File: config.mk
export PLATFORM = sky130hd
export DESIGN_NAME = spi_master_cfg
export DESIGN_NICKNAME = d
export VERILOG_FILES = /design/src/rtl/spi_pkg.sv /design/src/rtl/spi_clkgen.sv /design/src/rtl/spi_master_cfg.sv
export SDC_FILE = /design/constraint.sdc
export NUM_CORES = 1
export LEC_CHECK = 0
export ABC_AREA = 1
export BUFFER_PORTS_ARGS = -buffer_cell sky130_fd_sc_hd__buf_2
export CORE_MARGIN = 10
export CORE_UTILIZATION = 61
export DETAILED_ROUTE_END_ITERATION = 7
export PLACE_DENSITY_LB_ADDON = 0.05
export SLEW_MARGIN = 20
export SYNTH_ARGS = -nofsm -noshare
export SYNTH_HDL_FRONTEND = slang
export SYNTH_SLANG_ARGS = --single-unit
File: constraint.sdc
create_clock -name clk -period 4.2 [get_ports clk]
set_clock_uncertainty 0.2 [all_clocks]
set_input_delay 0.42 -clock clk [delete_from_list [all_inputs] [get_ports clk]]
set_output_delay 0.42 -clock clk [all_outputs]
set_load 0.05 [all_outputs]
File: src/rtl/spi_pkg.sv
// Shared types for the configurable SPI master: FSM states and the latched mode word.
package spi_pkg;

  localparam int unsigned MAX_NCS = 8;

  typedef enum logic [2:0] {
    IDLE,
    SETUP,
    XFER,
    HOLD,
    DONE
  } spi_state_e;

  typedef struct packed {
    logic cpol;
    logic cpha;
  } spi_mode_t;

endpackage

File: src/rtl/spi_clkgen.sv
// sclk generator: divides clk by DIV per half-period while enabled and flags
// leading/trailing edges one cycle ahead of the sclk register update.
module spi_clkgen #(
  parameter int unsigned DIV = 4
) (
  input  logic clk,
  input  logic rst,
  input  logic en,
  input  logic load,
  input  logic load_val,
  output logic sclk,
  output logic lead_c,
  output logic trail_c
);

  localparam int unsigned CW = (DIV > 1) ? $clog2(DIV) : 1;

  logic [CW-1:0] cnt_q, cnt_d;
  logic          phase_q, phase_d;
  logic          sclk_q, sclk_d;
  logic          tick;

  always_comb begin
    tick    = en && (cnt_q == CW'(DIV - 1));
    cnt_d   = (en && !tick) ? cnt_q + CW'(1) : '0;
    phase_d = en ? (phase_q ^ tick) : 1'b0;
    sclk_d  = sclk_q;
    if (load) begin
      sclk_d = load_val;
    end else if (tick) begin
      sclk_d = ~sclk_q;
    end
    // Even half-periods open a bit (leading), odd ones close it (trailing).
    lead_c  = tick & ~phase_q;
    trail_c = tick & phase_q;
  end

  always_ff @(posedge clk) begin
    if (rst) begin
      cnt_q   <= '0;
      phase_q <= 1'b0;
      sclk_q  <= 1'b0;
    end else begin
      cnt_q   <= cnt_d;
      phase_q <= phase_d;
      sclk_q  <= sclk_d;
    end
  end

  assign sclk = sclk_q;

endmodule

File: src/rtl/spi_master_cfg.sv
// Full-duplex SPI master with runtime mode, selectable chip select and
// configurable width, divider and bit order.
module spi_master_cfg #(
  parameter int unsigned DW        = 12,
  parameter int unsigned NCS       = 2,
  parameter int unsigned DIV       = 4,
  parameter int unsigned LSB_FIRST = 1
) (
  input  logic                                clk,
  input  logic                                rst,
  input  logic                                newd,
  input  logic [DW-1:0]                       din,
  input  logic [1:0]                          mode,
  input  logic [((NCS > 1) ? $clog2(NCS) : 1)-1:0] cs_sel,
  input  logic                                miso,
  output logic                                sclk,
  output logic [NCS-1:0]                      cs_n,
  output logic                                mosi,
  output logic [DW-1:0]                       dout,
  output logic                                done,
  output logic                                busy,
  output logic                                sel_err
);

  import spi_pkg::*;

  localparam int unsigned CSW  = (NCS > 1) ? $clog2(NCS) : 1;
  localparam int unsigned NSEL = 1 << CSW;
  localparam int unsigned BW   = $clog2(DW);
  localparam int unsigned HW   = (DIV > 1) ? $clog2(DIV) : 1;

  spi_state_e    state_q, state_d;
  logic          cpha_q, cpha_d;
  logic [DW-1:0] tx_q, tx_d;
  logic [DW-1:0] rx_q, rx_d;
  logic [BW-1:0] bit_q, bit_d;
  logic [HW-1:0] hcnt_q, hcnt_d;
  logic [NCS-1:0] cs_n_q, cs_n_d;
  logic          mosi_q, mosi_d;
  logic [DW-1:0] dout_q, dout_d;
  logic          done_q, done_d;
  logic          busy_q, busy_d;
  logic          sel_err_q, sel_err_d;

  spi_mode_t     mode_in;
  logic [NSEL-1:0] sel_ok;
  logic          accept;
  logic          lead_c, trail_c;
  logic          sample_c, shift_c;

  function automatic logic first_bit(input logic [DW-1:0] w);
    return (LSB_FIRST != 0) ? w[0] : w[DW-1];
  endfunction

  function automatic logic [DW-1:0] shift_out(input logic [DW-1:0] w);
    return (LSB_FIRST != 0) ? (w >> 1) : (w << 1);
  endfunction

  function automatic logic [DW-1:0] shift_in(input logic [DW-1:0] w, input logic b);
    return (LSB_FIRST != 0) ? {b, w[DW-1:1]} : {w[DW-2:0], b};
  endfunction

  assign mode_in = spi_mode_t'(mode);

  // Encodings of cs_sel that address a real slave.
  always_comb begin
    sel_ok = '0;
    for (int unsigned i = 0; i < NSEL; i++) begin
      sel_ok[i] = (i < NCS);
    end
  end

  spi_clkgen #(
    .DIV(DIV)
  ) u_clkgen (
    .clk     (clk),
    .rst     (rst),
    .en      (state_q == XFER),
    .load    (accept),
    .load_val(mode_in.cpol),
    .sclk    (sclk),
    .lead_c  (lead_c),
    .trail_c (trail_c)
  );

  always_comb begin
    state_d   = state_q;
    cpha_d    = cpha_q;
    tx_d      = tx_q;
    rx_d      = rx_q;
    bit_d     = bit_q;
    hcnt_d    = hcnt_q;
    cs_n_d    = cs_n_q;
    mosi_d    = mosi_q;
    dout_d    = dout_q;
    done_d    = 1'b0;
    busy_d    = busy_q;
    sel_err_d = 1'b0;
    accept    = 1'b0;
    sample_c  = cpha_q ? trail_c : lead_c;
    shift_c   = cpha_q ? lead_c : trail_c;

    case (state_q)
      IDLE: begin
        if (newd) begin
          if (sel_ok[cs_sel]) begin
            accept  = 1'b1;
            state_d = SETUP;
            busy_d  = 1'b1;
            cpha_d  = mode_in.cpha;
            hcnt_d  = '0;
            bit_d   = '0;
            rx_d    = '0;
            cs_n_d  = ~(NCS'(1) << cs_sel);
            // CPHA=0 presents the first bit before the first sclk edge.
            if (mode_in.cpha) begin
              tx_d   = din;
              mosi_d = 1'b0;
            end else begin
              tx_d   = shift_out(din);
              mosi_d = first_bit(din);
            end
          end else begin
            sel_err_d = 1'b1;
          end
        end
      end
      SETUP: begin
        if (hcnt_q == HW'(DIV - 1)) begin
          hcnt_d  = '0;
          state_d = XFER;
        end else begin
          hcnt_d = hcnt_q + HW'(1);
        end
      end
      XFER: begin
        if (sample_c) begin
          rx_d = shift_in(rx_q, miso);
        end
        if (shift_c) begin
          mosi_d = first_bit(tx_q);
          tx_d   = shift_out(tx_q);
        end
        if (trail_c) begin
          if (bit_q == BW'(DW - 1)) begin
            state_d = HOLD;
          end else begin
            bit_d = bit_q + BW'(1);
          end
        end
      end
      HOLD: begin
        if (hcnt_q == HW'(DIV - 1)) begin
          hcnt_d  = '0;
          state_d = DONE;
          cs_n_d  = '1;
          mosi_d  = 1'b0;
        end else begin
          hcnt_d = hcnt_q + HW'(1);
        end
      end
      DONE: begin
        dout_d  = rx_q;
        done_d  = 1'b1;
        busy_d  = 1'b0;
        state_d = IDLE;
      end
      default: state_d = IDLE;
    endcase
  end

  always_ff @(posedge clk) begin
    if (rst) begin
      state_q   <= IDLE;
      cpha_q    <= 1'b0;
      tx_q      <= '0;
      rx_q      <= '0;
      bit_q     <= '0;
      hcnt_q    <= '0;
      cs_n_q    <= '1;
      mosi_q    <= 1'b0;
      dout_q    <= '0;
      done_q    <= 1'b0;
      busy_q    <= 1'b0;
      sel_err_q <= 1'b0;
    end else begin
      state_q   <= state_d;
      cpha_q    <= cpha_d;
      tx_q      <= tx_d;
      rx_q      <= rx_d;
      bit_q     <= bit_d;
      hcnt_q    <= hcnt_d;
      cs_n_q    <= cs_n_d;
      mosi_q    <= mosi_d;
      dout_q    <= dout_d;
      done_q    <= done_d;
      busy_q    <= busy_d;
      sel_err_q <= sel_err_d;
    end
  end

  assign cs_n    = cs_n_q;
  assign mosi    = mosi_q;
  assign dout    = dout_q;
  assign done    = done_q;
  assign busy    = busy_q;
  assign sel_err = sel_err_q;

endmodule

==> results of run 1 <==
## through the flow
step	setup slack (ps)	cells	hold WS (ps)	utilization [%]
6_report	1636	457	168.1	69.32
5_1_grt	1369	457	173.8	69.32
3_3_place_gp	1709	449	219.3	67.13
4_1_cts	1622	457	158.5	69.32
2_1_floorplan	2257	381	208.4	-
3_5_place_dp	1639	449	229.3	67.13
## worst max-delay path by stage
stage                                       end  slack (ps)  depth (start not counted)
after global placement    rx_q[10]$_SDFFE_PP0P_        1710                         11
after CTS                  rx_q[9]$_SDFFE_PP0P_        1620                         11
after floorplan            tx_q[0]$_SDFFE_PP0P_        2260                         12
final                     rx_q[11]$_SDFFE_PP0P_        1640                         11
after global routing       tx_q[5]$_SDFFE_PP0P_        1370                         11
after detailed placement   rx_q[9]$_SDFFE_PP0P_        1640                         11
## worst register-to-register path, cell delays in order, from the launching register on
cell and delay, ps:
dfxtp_1 400, nor2_4 170, nand2_1 330, nor2_1 300
ha_1 190, inv_1 60, o21ai_0 170, nand2_1 90
nand2_2 190, inv_2 150, a21oi_1 140, nor2_1 60
## Yosys cell counts, drive strengths merged
master	n
nand2	90
nor2	76
dfxtp	55
o21ai	54
inv	33
a21oi	20
nand3	18
buf	14
clkbuf	5
ha	5
nand4	2
or2	2
clkinv	1
conb	1
nand3b	1
nor3	1
nor3b	1
o21bai	1
xor2	1
## flip-flops by register name, indices dropped and copies added, names as in the netlist
register,count
done,1
cs_n,2
hcnt_q,2
cpha_q,1
tx_q,12
busy,1
u_clkgen.sclk,1
state_q,3
u_clkgen.cnt_q,2
u_clkgen.phase_q,1
dout,12
rx_q,12
bit_q,4
mosi,1
## cell type report
| cell class | count | area (um^2) |
|---|---|---|
| Multi-Input combinational cell | 273 | 1245 |
| Tap cell | 50 | 62.56 |
| Clock buffer | 6 | 72.57 |
| Clock inverter | 2 | 16.27 |
| Timing Repair Buffer | 37 | 187.7 |
| Fill cell | 378 | 1245 |
| Inverter | 34 | 127.6 |
| Sequential cell | 55 | 1101 |
## routing by layer
layer | share of wire (%) | track usage, % | routed length [um] | vias up
li1 | - | - | - | 1252
met1 | 45 | 16.98 | 2361 | 1018
met2 | 48 | 26.16 | 2504 | 35
met3 | 5.3 | 4.398 | 274 | 7
met4 | 1.2 | 5.389 | 64 | 0
met5 | 0 | 0 | 0 | -
## cell families after synthesis
family	after synthesis	share of synthesized area [%]
other	1	0.1440
DFF	55	42.27
and+or+nand+nor	191	30.26
xor gates and xnor gates	1	0.3363
adders and majority gates	5	2.402
AOI/OAI and AO/OA	75	14.65
buffers and inverters	53	9.942
## power by group through the flow
stage          logic [mW]  clock network, mW  registers [mW]
6_report            0.551              0.290           0.709
5_1_grt             0.645              0.317           0.726
4_1_cts             0.555              0.300           0.708
3_5_place_dp        0.555                  0           0.719
3_3_place_gp        0.544                  0           0.717
2_1_floorplan       0.442                  0           0.752
==> flow_metrics.env, run 1 <==
export IMPL_crit_slowest_cell="dfxtp_1"
export IMPL_synthTopCellsByArea="dfxtp_1 42%, nand2_1 13%, nor2_1 11%"
export IMPL_drc=0
export IMPL_r2r_start="state_q[0]$_SDFFE_PP0P_"
export IMPL_finalPower_mw=1.551
export IMPL_ant_nets=0
export IMPL_finalSetupTns_ps=0
export IMPL_critPathMaxFanout=17
export IMPL_power_internal_mw=0.9311
export IMPL_grt_pass1_wl_mm=9.390
export IMPL_die_x_um=85.35
export IMPL_nNetsFinal=430
export IMPL_pwr_share_comb_pct=35.5
export IMPL_start_util_pct=64.20
export IMPL_cts_tree="yes"
export IMPL_p_seq_share_pct=45.7
export IMPL_post_route_min_period_ps=2564
export IMPL_grt_use_total_pct=15.05
export IMPL_die_height_um=85.35
export IMPL_hold_path_end="rx_q[11]$_SDFFE_PP0P_"
export IMPL_hp_start="miso"
export IMPL_grt_pass1_vias=2163
export IMPL_power_switching_mw=0.6199
export IMPL_coreArea_um2=4058
export IMPL_worst_slew_pin_slew_ps=992.3
export IMPL_vias=2312
export IMPL_cts_sinks=55
export IMPL_cts_buffer_depth=2
export IMPL_slew_violations=0
export IMPL_reg2regPathDepth=11
export IMPL_required_ps=4200
export IMPL_drtIter0Drc=97
export IMPL_crit_type="register to register"
export IMPL_max_cap_viol_count=0
export IMPL_vias_per_cell=5.059
export IMPL_synth_nets=405
export IMPL_holdPathStages=3
export IMPL_syn_to_final_growth_pct=7.973
export IMPL_power_leakage_nw=1.392
export IMPL_clk_latency_ps=310
export IMPL_critPathBufInv=2
export IMPL_critPathTopFamily="simple AND/OR/NAND/NOR gates"
export IMPL_status="finished clean"
export IMPL_io_buffers=36
export IMPL_fin_area_um2=2813
export IMPL_cts_resized=0
export IMPL_yosysSeqAreaShare_pct=42.27
export IMPL_synth_distinct_cells=29
export IMPL_crit_chain="nor2_4 -> nand2_1 -> nor2_1 -> ha_1 -> inv_1 -> o21ai_0 -> nand2_1 -> nand2_2 -> inv_2 -> a21oi_1 -> nor2_1"
export IMPL_clkPwrFrac_pct=18.7
export IMPL_final_hold_viol_count=0
export IMPL_finalCritPeriodShare_pct=61.04
export IMPL_postCtsSetupRepairBufs=0
export IMPL_grt_max_degree=47
export IMPL_r2r_slack_ps=1640
export IMPL_drive_above_1_share_pct=14.25
export IMPL_root_buffer="clkbuf_8"
export IMPL_clk_pin_slew_ps=100
export IMPL_placed_cell_area_um2=2724
export IMPL_finalSetupViolations=0
export IMPL_critical_path_max_stage_delay_ps=400
export IMPL_ys_warnings_count=0
export IMPL_cts_buffers=5
export IMPL_die_area_um2=7285
export IMPL_hold_buffers=0
export IMPL_arrival_ps=2560
export IMPL_syn_inst=381
export IMPL_synth_avg_cell_area_um2=6.837
export IMPL_rsz0062_at_grt="false"
export IMPL_synth_cell_area_um2=2605
export IMPL_yosysTopAreaCellShare_pct=42.27
export IMPL_yosysTopAreaCell="dfxtp_1"
export IMPL_finalWeightedCongestion=0.8597
export IMPL_fmax_mhz=390.1
export IMPL_rows=23
export IMPL_end_kind="register"
export IMPL_grt_overflow=0
export IMPL_final_common_cell="nand2_1"
export IMPL_hold_path_class="input pin to register"
export IMPL_n_antenna_cell=0
export IMPL_synth_seq_cells=55
export IMPL_layout_common_cells="87 x nand2_1, 73 x nor2_1, 55 x dfxtp_1"
export IMPL_pwr_density_cell_nw_per_um2=551.4
export IMPL_cp_start_kind="register"
export IMPL_dp_hpwl_mm=3.767
export IMPL_io_pins=38
export IMPL_switching_share_pct=39.97
export IMPL_r2r_end="rx_q[11]$_SDFFE_PP0P_"
export IMPL_slew_headroom_pct=33.44
export IMPL_avgRoutedWirePerCell_um=11.39
export IMPL_critPathLaunch="state_q[0]$_SDFFE_PP0P_"
export IMPL_wl_mm=5.204
export IMPL_htree_num_levels=2
export IMPL_dr_pass1_iters=4
export IMPL_vdd_drop_max_mv=0.2954
export IMPL_antenna_found_initial=0
No activity file was read; power rests on OpenSTA's default activity.
==> run 2, diff against run 1 <==
--- a/config.mk
+++ b/config.mk
@@ -8,7 +8,7 @@
 export ABC_AREA = 1
 export BUFFER_PORTS_ARGS = -buffer_cell sky130_fd_sc_hd__buf_2
 export CORE_MARGIN = 10
-export CORE_UTILIZATION = 61
+export CORE_UTILIZATION = 51
 export DETAILED_ROUTE_END_ITERATION = 7
 export PLACE_DENSITY_LB_ADDON = 0.05
 export SLEW_MARGIN = 20
==> constraint.sdc (replaced) <==
create_clock -name clk -period 2.2 [get_ports clk]
set_clock_uncertainty 0.2 [all_clocks]
set_input_delay 0.22 -clock clk [delete_from_list [all_inputs] [get_ports clk]]
set_output_delay 0.22 -clock clk [all_outputs]
set_load 0.05 [all_outputs]
==> run 2 against run 1 <==
Net effect:
- cell area increased by 5.7%
- global-route usage decreased by 1.5 points
- register-to-register slack got worse by 1400 ps
- utilization shrank 8.0 points
- critical path type unchanged
- highest routed layer unchanged
- die area up 15%
==> flow_metrics.env, run 2 (same netlist as run 1, synthesis figures left out) <==
export IMPL_power_switching_mw=1.212
export IMPL_power_internal_mw=1.849
export IMPL_hold_path_class="input pin to register"
export IMPL_hold_path_end="busy$_SDFFE_PP0P_"
export IMPL_vdd_drop_max_mv=0.4650
export IMPL_clk_pin_slew_ps=100
export IMPL_crit_type="register to register"
export IMPL_cts_tree="yes"
export IMPL_dr_pass1_iters=4
export IMPL_n_antenna_cell=0
export IMPL_holdPathStages=3
export IMPL_htree_num_levels=2
export IMPL_power_leakage_nw=1.460
export IMPL_finalSetupViolations=0
export IMPL_r2r_start="u_clkgen.cnt_q[0]$_SDFF_PP0_"
export IMPL_post_route_min_period_ps=1969
export IMPL_final_common_cell="nand2_1"
export IMPL_status="finished clean"
export IMPL_clkPwrFrac_pct=18.3
export IMPL_critPathTopFamily="simple AND/OR/NAND/NOR gates"
export IMPL_hp_start="newd"
export IMPL_dp_hpwl_mm=3.895
export IMPL_placed_cell_area_um2=2820
export IMPL_cts_sinks=55
export IMPL_grt_overflow=0
export IMPL_arrival_ps=2020
export IMPL_io_pins=38
export IMPL_pwr_density_cell_nw_per_um2=1029
export IMPL_syn_to_final_growth_pct=14.17
export IMPL_clk_latency_ps=310
export IMPL_io_buffers=36
export IMPL_final_hold_viol_count=0
export IMPL_layout_common_cells="87 x nand2_1, 72 x nor2_1, 55 x dfxtp_1"
export IMPL_pwr_share_comb_pct=38.1
export IMPL_grt_use_total_pct=13.54
export IMPL_critical_path_max_stage_delay_ps=350
export IMPL_wl_mm=5.470
export IMPL_finalSetupTns_ps=0
export IMPL_drc=0
export IMPL_grt_pass1_vias=2229
export IMPL_avgRoutedWirePerCell_um=11.19
export IMPL_vias=2354
export IMPL_switching_share_pct=39.59
export IMPL_cts_buffers=5
export IMPL_required_ps=2250
export IMPL_die_area_um2=8367
export IMPL_end_kind="register"
export IMPL_critPathBufInv=3
export IMPL_rsz0062_at_grt="false"
export IMPL_finalCritPeriodShare_pct=89.50
export IMPL_r2r_end="rx_q[10]$_SDFFE_PP0P_"
export IMPL_antenna_found_initial=0
export IMPL_coreArea_um2=4848
export IMPL_cts_buffer_depth=2
export IMPL_vias_per_cell=4.814
export IMPL_r2r_slack_ps=230
export IMPL_postCtsSetupRepairBufs=0
export IMPL_die_height_um=91.47
export IMPL_fin_area_um2=2974
export IMPL_finalWeightedCongestion=0.8298
export IMPL_start_util_pct=53.73
export IMPL_root_buffer="clkbuf_8"
export IMPL_cp_start_kind="register"
export IMPL_max_cap_viol_count=0
export IMPL_slew_violations=0
export IMPL_nNetsFinal=445
export IMPL_drive_above_1_share_pct=16.59
export IMPL_p_seq_share_pct=43.6
export IMPL_grt_pass1_wl_mm=9.770
export IMPL_rows=25
export IMPL_utilization_pct=61.34
export IMPL_fmax_mhz=507.9
export IMPL_drtIter0Drc=133
export IMPL_critPathMaxFanout=8
export IMPL_crit_slowest_cell="dfxtp_1"
export IMPL_ant_nets=0
export IMPL_crit_chain="ha_2 -> inv_1 -> nor2_2 -> ha_1 -> inv_1 -> o21ai_0 -> nand2_1 -> nand2_4 -> buf_4 -> o21ai_0 -> nor2_1"
export IMPL_reg2regPathDepth=11
export IMPL_grt_max_degree=31
export IMPL_die_x_um=91.47
[run 2: cell type report]
cell class | instances | area [um^2]
fill | 482 | 1874
multi-input combinational | 273 | 1260
sequential | 55 | 1101
timing repair buffer | 52 | 312.8
inverter | 34 | 127.6
tap | 67 | 83.83
clock buffer | 6 | 72.57
clock inverter | 2 | 16.27
[run 2: worst max-delay path by stage]
stage / start / endpoint / depth (start not counted)
after floorplan: state_q[0]$_SDFFE_PP0P_ / tx_q[0]$_SDFFE_PP0P_ / 12
after global placement: u_clkgen.cnt_q[0]$_SDFF_PP0_ / rx_q[5]$_SDFFE_PP0P_ / 11
after detailed placement: u_clkgen.cnt_q[0]$_SDFF_PP0_ / tx_q[7]$_SDFFE_PP0P_ / 11
after CTS: u_clkgen.cnt_q[0]$_SDFF_PP0_ / tx_q[3]$_SDFFE_PP0P_ / 11
after global routing: u_clkgen.cnt_q[0]$_SDFF_PP0_ / rx_q[4]$_SDFFE_PP0P_ / 11
final: u_clkgen.cnt_q[0]$_SDFF_PP0_ / rx_q[10]$_SDFFE_PP0P_ / 11
[run 2: power by group through the flow]
| stage | Clock, mW | Sequential (mW) | Combinational [mW] |
|---|---|---|---|
| 2_1_floorplan | 0 | 1.44 | 0.844 |
| 3_3_place_gp | 0 | 1.35 | 1.15 |
| 3_5_place_dp | 0 | 1.35 | 1.16 |
| 4_1_cts | 0.581 | 1.33 | 1.17 |
| 5_1_grt | 0.622 | 1.37 | 1.36 |
| 6_report | 0.560 | 1.33 | 1.17 |
[run 2: through the flow]
stage	power (mW)	hold WS, ps	std cells	setup WS (ps)
2_1_floorplan	2.281	157.7	381	256.9
3_3_place_gp	2.496	214.1	476	190.1
3_5_place_dp	2.508	222.3	476	123.7
4_1_cts	3.079	77.90	489	100.5
5_1_grt	3.344	112.4	489	7.497
6_report	3.061	98.79	489	231.1
[run 2: layer usage]
metal  global-route usage (%)  vias to the layer above  part of all wire [%]
li1                         -                     1277                     -
met1                    16.37                     1047                    49
met2                    23.16                       25                    47
met3                    3.457                        5                   3.4
met4                    3.525                        0                  0.75
met5                        0                        -                     0
[run 2: worst register-to-register path: stages, from the launching register on]
cell	delay, ps
dfxtp_1	350
ha_2	200
inv_1	60
nor2_2	150
ha_1	160
inv_1	60
o21ai_0	160
nand2_1	120
nand2_4	110
buf_4	160
o21ai_0	80
nor2_1	110
[run 2: what timing repair did]
item	4_1_cts	5_1_grt
gates resized for setup	0	4
endpoints found under the setup margin	0	24
hold buffers	5	0
endpoints found under the hold margin	12	0
==> run 3, diff against run 2 <==
--- a/config.mk
+++ b/config.mk
@@ -8,7 +8,7 @@
 export ABC_AREA = 1
 export BUFFER_PORTS_ARGS = -buffer_cell sky130_fd_sc_hd__buf_2
 export CORE_MARGIN = 10
-export CORE_UTILIZATION = 51
+export CORE_UTILIZATION = 56
 export DETAILED_ROUTE_END_ITERATION = 7
 export PLACE_DENSITY_LB_ADDON = 0.05
 export SLEW_MARGIN = 20
==> constraint.sdc (replaced) <==
create_clock -name clk -period 2 [get_ports clk]
set_clock_uncertainty 0.2 [all_clocks]
set_input_delay 0.2 -clock clk [delete_from_list [all_inputs] [get_ports clk]]
set_output_delay 0.2 -clock clk [all_outputs]
set_load 0.05 [all_outputs]
==> run 3 against run 2 <==
Net effect:
- sequential power increased by 11%
- flip-flop and latch count is the same
- critical path depth unchanged
- register-to-register slack lost 70 ps
- worst setup slack worse by 71 ps
- count of clock-buffer cells in the layout shrank 1
- cell count is 2.0% lower
==> flow_metrics.env, run 3 (same netlist as run 1, synthesis figures left out) <==
export IMPL_cp_start_kind="register"
export IMPL_crit_type="register to register"
export IMPL_antenna_found_initial=0
export IMPL_fmax_mhz=543.4
export IMPL_ant_nets=0
export IMPL_critPathBufInv=2
export IMPL_rows=24
export IMPL_utilization_pct=68.69
export IMPL_drtIter0Drc=156
export IMPL_crit_chain="nor2_4 -> nand2_2 -> nor2_4 -> ha_2 -> inv_2 -> o21ai_1 -> nand2_1 -> nand2_4 -> buf_12 -> o21ai_0 -> a21oi_1"
export IMPL_final_common_cell="nand2_1"
export IMPL_dp_hpwl_mm=4.021
export IMPL_end_kind="register"
export IMPL_io_buffers=36
export IMPL_grt_max_degree=28
export IMPL_cts_buffers=5
export IMPL_crit_cells=11
export IMPL_die_height_um=88.21
export IMPL_drc=0
export IMPL_syn_to_final_growth_pct=17.20
export IMPL_slew_violations=0
export IMPL_instances_no_fill=479
export IMPL_start_util_pct=58.61
export IMPL_dp_cells=464
export IMPL_max_cap_viol_count=0
export IMPL_cts_sinks=55
export IMPL_clk_latency_ps=310
export IMPL_drive_above_1_share_pct=19.44
export IMPL_required_ps=2040
export IMPL_post_route_min_period_ps=1840
export IMPL_avgRoutedWirePerCell_um=11.66
export IMPL_hold_path_class="input pin to register"
export IMPL_arrival_ps=1880
export IMPL_finalWeightedCongestion=0.9466
export IMPL_root_buffer="clkbuf_8"
export IMPL_htree_num_levels=2
export IMPL_grt_pass1_wl_mm=10.05
export IMPL_die_x_um=88.21
export IMPL_finalSetupViolations=0
export IMPL_vias=2437
export IMPL_final_hold_viol_count=0
export IMPL_clk_pin_slew_ps=90
export IMPL_wl_mm=5.585
export IMPL_status="finished clean"
export IMPL_pwr_density_cell_nw_per_um2=1161
export IMPL_critical_path_max_stage_delay_ps=340
export IMPL_hold_ws_ps=88.75
export IMPL_n_antenna_cell=0
export IMPL_finalCritPeriodShare_pct=92.01
export IMPL_die_area_um2=7780
export IMPL_cts_buffer_depth=2
export IMPL_cts_tree="yes"
export IMPL_holdPathStages=3
export IMPL_io_pins=38
export IMPL_grt_pass1_vias=2404
export IMPL_nNetsFinal=450
export IMPL_critPathMaxFanout=7
export IMPL_cp_common_cell="nor2_4"
export IMPL_power_leakage_nw=1.505
export IMPL_critPathTopFamily="simple AND/OR/NAND/NOR gates"
export IMPL_vdd_drop_max_mv=0.8006
export IMPL_vias_per_cell=5.088
export IMPL_grt_use_total_pct=15.38
export IMPL_reg2regPathDepth=11
export IMPL_coreArea_um2=4444
export IMPL_crit_slowest_cell="dfxtp_2"
export IMPL_layout_common_cells="86 x nand2_1, 72 x nor2_1, 52 x dfxtp_1"
export IMPL_grt_overflow=0
export IMPL_dr_pass1_iters=4
[run 3: cell types whose count changed in the layout (fill, tap and decap cells not counted), sizes merged]
cell,previous run,this run
buf,47,52
bufinv,0,1
clkbuf,6,5
clkinv,1,3
clkinvlp,1,0
inv,34,33
[run 3: final cells by class]
type                       instances  area, um^2
timing repair buffer              57       362.8
clock buffer                       5       68.82
tap                               52       65.06
sequential                        55        1105
clock inverter                     3       43.79
multi-input combinational        273        1280
fill                             413        1391
inverter                          34       127.6
[run 3: timing repair]
item / 4_1_cts / 5_1_grt
hold endpoints to repair: 12 / 0
setup endpoints to repair: 12 / 25
gates resized for setup: 2 / 13
pin swaps: 0 / 5
hold buffers: 5 / 0
setup buffers: 0 / 2
[run 3: layer usage]
layer	track usage, %	vias up	share of wire [%]
li1	-	1288	-
met1	18.71	1100	46
met2	25.99	45	48
met3	3.064	4	4.8
met4	6.021	0	0.95
met5	0	-	0
[run 3: worst paths after layout]
| kind | startpoint | endpoint | slack (ps) |
|---|---|---|---|
| setup / recovery | state_q[2]$_SDFFE_PP0P_ | tx_q[11]$_SDFFE_PP0P_ | 160 |
| hold reg to reg | u_clkgen.cnt_q[0]$_SDFF_PP0_ | u_clkgen.cnt_q[0]$_SDFF_PP0_ | 240 |
| hold / removal | newd | busy$_SDFFE_PP0P_ | 90 |
| setup reg to reg | state_q[2]$_SDFFE_PP0P_ | tx_q[11]$_SDFFE_PP0P_ | 160 |
[run 3: where the power goes]
part | internal, mW | total (mW) | switching (mW)
sequential | 1.33 | 1.48 | 0.144
combinational | 0.482 | 1.34 | 0.859
clock | 0.373 | 0.728 | 0.355
[run 3: through the flow]
step / worst slack (ps) / instance area, um^2 / TNS, ps / total power, mW
6_report: 159.7 / 3053 / 0 / 3.546
5_1_grt: -9.050 / 3053 / -9.050 / 3.828
4_1_cts: 28.77 / 3007 / 0 / 3.535
3_5_place_dp: 5.993 / 2836 / 0 / 2.793
3_3_place_gp: 61.47 / 2836 / 0 / 2.768
2_1_floorplan: 56.88 / 2605 / 0 / 2.509
[run 3: worst register-to-register path: stages, from the launching register on]
cell and delay, ps:
dfxtp_2 340, nor2_4 110, nand2_2 80, nor2_4 140, ha_2 180, inv_2 40, o21ai_1 120, nand2_1 110
nand2_4 130, buf_12 110, o21ai_0 60, a21oi_1 140
